==> src/rtl/program_loader_if.sv <==
// Byte-stream and program-memory write bus of the boot loader.
// The master side is the loader: it consumes the byte stream and drives
// the memory write port. The slave side is the byte source plus memory.
interface program_loader_if #(
  parameter int ADDR_W     = 9,
  parameter int DATA_WIDTH = 32
);
  logic [7:0]            byte_in;
  logic                  byte_valid;
  logic                  byte_ready;
  logic                  mem_we;
  logic [ADDR_W-1:0]     mem_addr;
  logic [DATA_WIDTH-1:0] mem_wdata;

  modport master (
    input  byte_in, byte_valid,
    output byte_ready, mem_we, mem_addr, mem_wdata
  );

  modport slave (
    output byte_in, byte_valid,
    input  byte_ready, mem_we, mem_addr, mem_wdata
  );
endinterface

==> src/rtl/program_loader.sv <==
// Boot-time program loader: takes LEN_HI, LEN_LO, 4*N big-endian data bytes
// and an 8-bit additive checksum, writes each assembled word to program
// memory, and releases the core from reset only after a verified image.
module program_loader #(
  parameter int MEMORY_DEPTH = 512,
  parameter int DATA_WIDTH   = 32,
  parameter int ADDR_W       = $clog2(MEMORY_DEPTH)
) (
  input  logic             clk,
  input  logic             reset,
  input  logic             start,
  program_loader_if.master bus,
  output logic             cpu_reset_hold,
  output logic             busy,
  output logic             done,
  output logic             error
);

  typedef enum logic [2:0] {
    S_IDLE,
    S_LEN_HI,
    S_LEN_LO,
    S_DATA,
    S_WRITE,
    S_CSUM,
    S_DONE,
    S_ERROR
  } state_t;

  state_t                state_q, state_d;
  logic [15:0]           len_q, len_d;
  logic [15:0]           cnt_q, cnt_d;
  logic [1:0]            bidx_q, bidx_d;
  // Only the first three bytes of a word need holding; the fourth arrives
  // on the same cycle the word is committed to the write register.
  logic [DATA_WIDTH-9:0] word_q, word_d;
  logic [7:0]            csum_q, csum_d;
  logic [ADDR_W-1:0]     addr_q, addr_d;
  logic [DATA_WIDTH-1:0] wdata_q, wdata_d;

  logic                  ready;
  logic                  accept;
  logic [15:0]           len_full;

  assign ready    = (state_q == S_LEN_HI) || (state_q == S_LEN_LO) ||
                    (state_q == S_DATA)   || (state_q == S_CSUM);
  assign accept   = ready && bus.byte_valid;
  assign len_full = {len_q[15:8], bus.byte_in};

  // Next-state and datapath updates for the load sequence.
  always_comb begin
    state_d = state_q;
    len_d   = len_q;
    cnt_d   = cnt_q;
    bidx_d  = bidx_q;
    word_d  = word_q;
    csum_d  = csum_q;
    addr_d  = addr_q;
    wdata_d = wdata_q;

    case (state_q)
      S_IDLE, S_DONE, S_ERROR: begin
        if (start) begin
          state_d = S_LEN_HI;
          len_d   = '0;
          cnt_d   = '0;
          bidx_d  = '0;
          word_d  = '0;
          csum_d  = '0;
        end
      end
      S_LEN_HI: begin
        if (accept) begin
          len_d   = {bus.byte_in, len_q[7:0]};
          state_d = S_LEN_LO;
        end
      end
      S_LEN_LO: begin
        if (accept) begin
          len_d = len_full;
          if (len_full == 16'd0) begin
            state_d = S_CSUM;
          end else if (len_full > 16'(MEMORY_DEPTH)) begin
            state_d = S_ERROR;
          end else begin
            state_d = S_DATA;
          end
        end
      end
      S_DATA: begin
        if (accept) begin
          word_d = {word_q[DATA_WIDTH-17:0], bus.byte_in};
          csum_d = csum_q + bus.byte_in;
          bidx_d = bidx_q + 2'd1;
          if (bidx_q == 2'd3) begin
            wdata_d = {word_q, bus.byte_in};
            addr_d  = cnt_q[ADDR_W-1:0];
            state_d = S_WRITE;
          end
        end
      end
      S_WRITE: begin
        cnt_d   = cnt_q + 16'd1;
        state_d = (cnt_q + 16'd1 == len_q) ? S_CSUM : S_DATA;
      end
      S_CSUM: begin
        if (accept) begin
          state_d = (bus.byte_in == csum_q) ? S_DONE : S_ERROR;
        end
      end
      default: state_d = S_IDLE;
    endcase
  end

  // State and datapath registers; reset returns to IDLE without touching memory.
  always_ff @(posedge clk or posedge reset) begin
    if (reset) begin
      state_q <= S_IDLE;
      len_q   <= '0;
      cnt_q   <= '0;
      bidx_q  <= '0;
      word_q  <= '0;
      csum_q  <= '0;
      addr_q  <= '0;
      wdata_q <= '0;
    end else begin
      state_q <= state_d;
      len_q   <= len_d;
      cnt_q   <= cnt_d;
      bidx_q  <= bidx_d;
      word_q  <= word_d;
      csum_q  <= csum_d;
      addr_q  <= addr_d;
      wdata_q <= wdata_d;
    end
  end

  assign bus.byte_ready = ready;
  assign bus.mem_we     = (state_q == S_WRITE);
  assign bus.mem_addr   = addr_q;
  assign bus.mem_wdata  = wdata_q;

  assign busy           = ready || (state_q == S_WRITE);
  assign done           = (state_q == S_DONE);
  assign error          = (state_q == S_ERROR);
  assign cpu_reset_hold = (state_q != S_DONE);

endmodule
==> src/flat_wrapper.sv <==
// flat-port wrapper written by rule: the top's interface ports become plain ports
module program_loader_flat 
#(
  parameter int MEMORY_DEPTH = 512,
  parameter int DATA_WIDTH   = 32,
  parameter int ADDR_W       = $clog2(MEMORY_DEPTH)
)
  (clk, reset, start, cpu_reset_hold, busy, done, error, bus_byte_in, bus_byte_valid, bus_byte_ready, bus_mem_we, bus_mem_addr, bus_mem_wdata);
  program_loader_if #(.ADDR_W(ADDR_W), .DATA_WIDTH(DATA_WIDTH)) bus_i ();
  input  logic clk;
  input  logic reset;
  input  logic start;
  output logic cpu_reset_hold;
  output logic busy;
  output logic done;
  output logic error;
  input wire logic [$bits(bus_i.byte_in)-1:0] bus_byte_in;
  input wire logic [$bits(bus_i.byte_valid)-1:0] bus_byte_valid;
  output wire logic [$bits(bus_i.byte_ready)-1:0] bus_byte_ready;
  output wire logic [$bits(bus_i.mem_we)-1:0] bus_mem_we;
  output wire logic [$bits(bus_i.mem_addr)-1:0] bus_mem_addr;
  output wire logic [$bits(bus_i.mem_wdata)-1:0] bus_mem_wdata;
  assign bus_i.byte_in = bus_byte_in;
  assign bus_i.byte_valid = bus_byte_valid;
  assign bus_byte_ready = bus_i.byte_ready;
  assign bus_mem_we = bus_i.mem_we;
  assign bus_mem_addr = bus_i.mem_addr;
  assign bus_mem_wdata = bus_i.mem_wdata;
  program_loader #(.MEMORY_DEPTH(MEMORY_DEPTH), .DATA_WIDTH(DATA_WIDTH), .ADDR_W(ADDR_W)) u_core (.clk(clk), .reset(reset), .start(start), .bus(bus_i), .cpu_reset_hold(cpu_reset_hold), .busy(busy), .done(done), .error(error));
endmodule
==> config.mk <==
export PLATFORM = sky130hd
export DESIGN_NAME = program_loader_flat
export DESIGN_NICKNAME = d
export VERILOG_FILES = /design/src/rtl/program_loader_if.sv /design/src/rtl/program_loader.sv /design/src/flat_wrapper.sv
export SDC_FILE = /design/constraint.sdc
export NUM_CORES = 1
export LEC_CHECK = 0
export ABC_AREA = 1
export BUFFER_PORTS_ARGS = -buffer_cell sky130_fd_sc_hd__buf_4
export CORE_AREA = 2 2 119 121
export CTS_BUF_LIST = sky130_fd_sc_hd__clkbuf_4 sky130_fd_sc_hd__clkbuf_8
export CTS_CLUSTER_DIAMETER = 120
export DETAILED_ROUTE_END_ITERATION = 8
export DIE_AREA = 0 0 121 123
export PLACE_DENSITY = 0.65
export SLEW_MARGIN = 10
export SYNTH_ARGS = -nofsm -noshare
export SYNTH_HDL_FRONTEND = slang
export SYNTH_SLANG_ARGS = --single-unit
==> constraint.sdc <==
create_clock -name clk -period 4.8 [get_ports clk]
set_clock_uncertainty 0.05 [all_clocks]
set_input_delay 0.24 -clock clk [delete_from_list [all_inputs] [get_ports clk]]
set_output_delay 0.24 -clock clk [all_outputs]
set_load 0.01 [all_outputs]
After elaboration in Yosys (flattened, before gate mapping)
Index checks and enable logic that the tools add are counted.
Widths: inputs -> output; s select.
- muxes and demuxes: 25
- equality and inequality tests: 17
- add/sub/neg operators: 3
- reductions and logical operators: 18
- order comparisons: 1
- bitwise logic cells: 2
- operators by type and width (kind ; number):
    $mux 24 ; 2
    $pmux 16 s3 ; 1
    $pmux 24 s2 ; 1
    $mux 16 ; 2
    $pmux 16 s2 ; 1
    $mux 3 ; 9
    $mux 8 ; 3
    $pmux 3 s6 ; 1
    $add 16x1->16 const B ; 1
    $eq 16x16->1 ; 1
    $gt 16x10->1 const B ; 1
    $logic_not 16->1 ; 1
    $pmux 8 s2 ; 1
    $eq 3x3->1 const B ; 4
    $add 8x8->8 ; 1
    $eq 8x8->1 ; 1
    $ne 2x1->1 const B ; 4
    $reduce_and 4->1 ; 2
    $reduce_bool 2->1 ; 4
    $eq 3x2->1 const B ; 2
    $reduce_and 3->1 ; 2
    $reduce_and 6->1 ; 1
    $logic_or 1x1->1 ; 4
    $mux 2 ; 2
    12 further kinds ; 14
- register bits: 110
- input bits: 12
- output and inout port bits: 47

Logic depth before layout (Yosys ltp)
- depth in word-level cells: 7
- mapped depth: 15

Worst setup path after synthesis
Ideal clock, no wire load.
- path kind: reg2reg
- start point: reg u_core.csum_q[2]
- end point: reg u_core.csum_q[7]
- arrival: 1.599 ns
- cell stages (with the launch flop): 12
- path buffers: 0
- clock period less this slack: 1.775 ns
- slack: 3.025 ns
- setup time: 0.127 ns
- cells stage by stage: dfrtp_1 -> ha_1 -> a21oi_1 -> nand2_1 -> nand2_1 -> nand2_1 -> a21oi_1 -> nor2_1 -> o21ai_0 -> nand3_1 -> nand2_1 -> o21ai_0
- word-level cells in the longest chain between the ends: 3
- ends and longest elaborated chain (element ; RTL line ; source):
    start, declared ; program_loader.sv:37 ; logic [7:0] csum_q, csum_d;
    start signal, assigned ; program_loader.sv:132 ; csum_q <= csum_d;
    $add 8x8->8 ; program_loader.sv:93 ; csum_d = csum_q + bus.byte_in;
    $mux 8 ; program_loader.sv:91 ; if (accept) begin
    $pmux 8 s2 ; program_loader.sv:61 ; case (state_q)
Every way passes these cells. The select of a mux whose other input is x is not followed.
A chain may end at the register's enable or synchronous reset.

Worst setup path after layout
- start point: reg u_core.state_q[1]
- end point: reg u_core.word_q[22]
- word-level cells in the longest chain between the ends: 7
- elaborated cells on any way between the ends: 17
- ends and longest elaborated chain (element ; RTL line ; source):
    start, declared ; program_loader.sv:30 ; state_t state_q, state_d;
    start signal, assigned ; program_loader.sv:127 ; state_q <= state_d;
    $eq 3x1->1 / $eq 3x2->1 (equally long branches) ; program_loader.sv:45 ; assign ready = (state_q == S_LEN_HI) || (state_q == S_LEN_LO) ||
    $logic_or 1x1->1 (2 in series) ; program_loader.sv:45 ;
    $logic_or 1x1->1 ; program_loader.sv:46 ; (state_q == S_DATA) || (state_q == S_CSUM);
    $logic_and 1x1->1 ; program_loader.sv:47 ; assign accept = ready && bus.byte_valid;
    $ne 2x1->1 (no line) ; -- ;
    $reduce_and 3->1 (no line) ; -- ;
    end signal, assigned ; program_loader.sv:131 ; word_q <= word_d;
    end, declared ; program_loader.sv:36 ; logic [DATA_WIDTH-9:0] word_q, word_d;
Parallel ways exist; a longest one is shown, timed or not.

==> impl_metrics.csv <==
group,metric,value,unit
synthesis,yosys.area.top_type,"dfrtp_1",
detailed_routing,viasPerCell,5.22,
floorplanning,core,13600,um2
detailed_routing,finalWirelength,13.5,mm
floorplanning,die_w,121,um
sta,fmax,0.351,GHz
clock_network,clk_root_buffer_cell,"clkbuf_8",
clock_network,clk_pin_slew,120,ps
detailed_routing,first_pass_iters,5,
cells_and_area,nFillCells,1358,
global_routing,track_usage,0.191,
sta,worst_slew_pin_slew,789,ps
placement,portBuffers,58,
power,finalPower,2.96,mW
synthesis,yosys.area.top_type_share,0.515,
cells_and_area,fin_nets,719,
synthesis,synth.avg_cell_area,8.30,um2
clock_network,post_cts_buffers,0,
floorplanning,ioPinCount,59,
clock_network,cts_sinks,110,
detailed_routing,dr_total_vias,4604,
critical_path,r2r_slack,1950,ps
global_routing,grt_max_degree,83,
sta,hold_viol,0,
detailed_routing,ant_nets,0,
critical_path,crit-reg2reg-launch,"u_core.state_q[1]",
hold_path,hold_path_depth,3,
floorplanning,rows,43,
global_routing,grt_pass1_wl,22.0,mm
critical_path,r2r-end,"u_core.word_q[22]",
detailed_routing,route.detailed.drc,0,
placement,gp_congestion,0.918,
sta,tns,0,ps
synthesis,yosysWarnings,0,
detailed_routing,initialDrtViolationCount,381,
synthesis,netlist_instances,644,
synthesis,synth-seq-cells,110,
clock_network,clockBufferDepth,2,
hold_path,hold_path_startpoint,"bus_byte_in[7]",
critical_path,crit_path_start_kind,"flop",
sta,maxSlewHeadroom,0.474,
hold_path,hp-class,"input pin to flop",
hold_path,holdPathEnd,"u_core.len_q[7]",
outcome,outcome,"finished clean",
critical_path,endpoint_kind,"flop",
synthesis,ys_seq_area_frac,0.515,
clock_network,cts_buffers,9,
global_routing,grt_pass1_vias,4467,
sta,slew_viol_final,0,
sta,whs,70.4,ps
cells_and_area,antenna_cells,0,
power,vdd_ir_drop_max,375,uV
floorplanning,start_util,0.393,
job,cap_violations,0,
clock_network,htreeDepth,3,
global_routing,grt-ovfl-total,0,
cells_and_area,final_core_util,0.452,
critical_path,worstSetupPathType,"flop to flop",
critical_path,arrival,3110,ps
clock_network,hold_buffers,1,
critical_path,ff2ff_path_depth,7,
power,p_leak,2.99,nW
synthesis,syn_area,5350,um2
sta,rsz0062_at_grt,"false",
placement,dpl.hpwl,9.54,mm
cells_and_area,multi_input_area,2170,um2
sta,final.period_utilization,0.593,
synthesis,synth_fp_nets,666,
clock_network,cts_resized,0,
clock_network,clock_latency,410,ps
critical_path,crit_required,5070,ps
global_routing,antenna_found_initial,0,
synthesis,yosys-top-cells-area,"dfrtp_1 (51%), nand2_1 (11%), inv_1 (6.1%), o21ai_0 (6.1%), nand3_1 (5.4%)",
sta,fin_crit,2850,ps
clock_network,cts_tree,"yes",
floorplanning,dieArea,14900,um2
cells_and_area,regArea,2750,um2
power,power_density,481,nW/um2
floorplanning,fp.dieH,123,um
critical_path,crit_path_start,"u_core.state_q[1]",
critical_path,cp_max_fo,24,
detailed_routing,wl_per_cell,15.3,um
synthesis,netlist-cell-type-count,32,
cells_and_area,final_layout_size_suffix_gt1_frac,0.138,
cells_and_area,syn2layout_area_growth,15.1,%
sta,final-setup-viol-count,0,
==> power breakdown <==
group          internal (mW)  switching, mW  total (mW)
registers               1.13          0.128        1.25
clock network          0.205          0.361       0.567
logic                  0.391          0.745        1.14
total                   1.72           1.23        2.96
==> final cells by class <==
type | count | area share
Timing Repair Buffer | 62 | 0.0761
Multi-Input combinational cell | 423 | 0.352
Clock buffer | 9 | 0.0201
Sequential cell | 110 | 0.448
Clock inverter | 7 | 0.0114
Tap cell | 180 | 0.0366
Inverter | 91 | 0.0560
==> layout by cell type (no fill, tap or decap), types with 2 or more instances in the layout <==
cell        n
nand2_1   157
dfrtp_1   110
inv_1      86
o21ai_0    65
buf_4      61
nand3_1    58
nor2_1     35
o22ai_1    32
nand4_1    14
o21ai_1    12
ha_1        9
clkbuf_8    9
a21oi_1     6
nor2_4      5
nor3_1      5
inv_2       4
nand2_2     4
a22o_1      4
inv_6       3
xor2_1      2
nor2_2      2
xnor2_1     2
inv_8       2
==> critical path, stage by stage (launching register included) <==
cell and delay, ps:
dfrtp_1 460, nor2_1 140, nand2_1 310, nand2_1 250
nor2_1 90, nor2_1 590, inv_1 580, o22ai_1 280
==> stage by stage <==
step                instances  setup WS [ps]  area, um2
detailed placement        865           2050       5950
CTS                       882           2000       6150
global placement          865           2230       5950
global route              882           1650       6150
finish                    882           1950       6150
floorplan                 644           1610       5350
==> synthesized netlist by cell type, drive strengths merged <==
master	instances
dfrtp	110
o21ai	78
nand4	14
xnor2	2
buf	8
clkbuf	12
ha	9
nor4	1
o22ai	32
nand3	60
a21oi	6
inv	91
xor2	2
fa	1
a31oi	1
xor3	1
nand2	161
a22o	4
nor3	5
o21bai	1
a211oi	1
xnor3	1
nor2	43
==> state kept, by name, summed over array words and instances, names as in the netlist <==
| register | count |
|---|---|
| u_core.bidx_q | 2 |
| u_core.bus.mem_addr | 9 |
| u_core.bus.mem_wdata | 32 |
| u_core.cnt_q | 16 |
| u_core.csum_q | 8 |
| u_core.len_q | 16 |
| u_core.state_q | 3 |
| u_core.word_q | 24 |
==> kinds of logic after synthesis <==
kind of cell               share of synthesized area
buffers and inverters                         0.0798
and+or+nand+nor                                0.238
xor gates and xnor gates                      0.0152
adders and majority gates                     0.0248
DFF                                            0.515
AOI/OAI and AO/OA                              0.127
==> metal layers <==
layer | GRT usage | share of wire | vias to the layer above
met4 | 0.0698 | 0.017 | 0
met1 | 0.267 | 0.48 | 2231
met2 | 0.293 | 0.45 | 135
li1 | - | - | 2221
met3 | 0.0387 | 0.046 | 17
met5 | 0 | 0 | -
==> how the worst max path moves through the flow <==
stage	endpoint	cells after the start
3_3_place_gp	u_core.word_q[18]	7
6_report	u_core.word_q[22]	7
2_1_floorplan	u_core.bidx_q[0]	1
4_1_cts	u_core.word_q[22]	7
3_5_place_dp	u_core.word_q[5]	7
5_1_grt	u_core.word_q[5]	7
(Power assumes the default switching activity.)
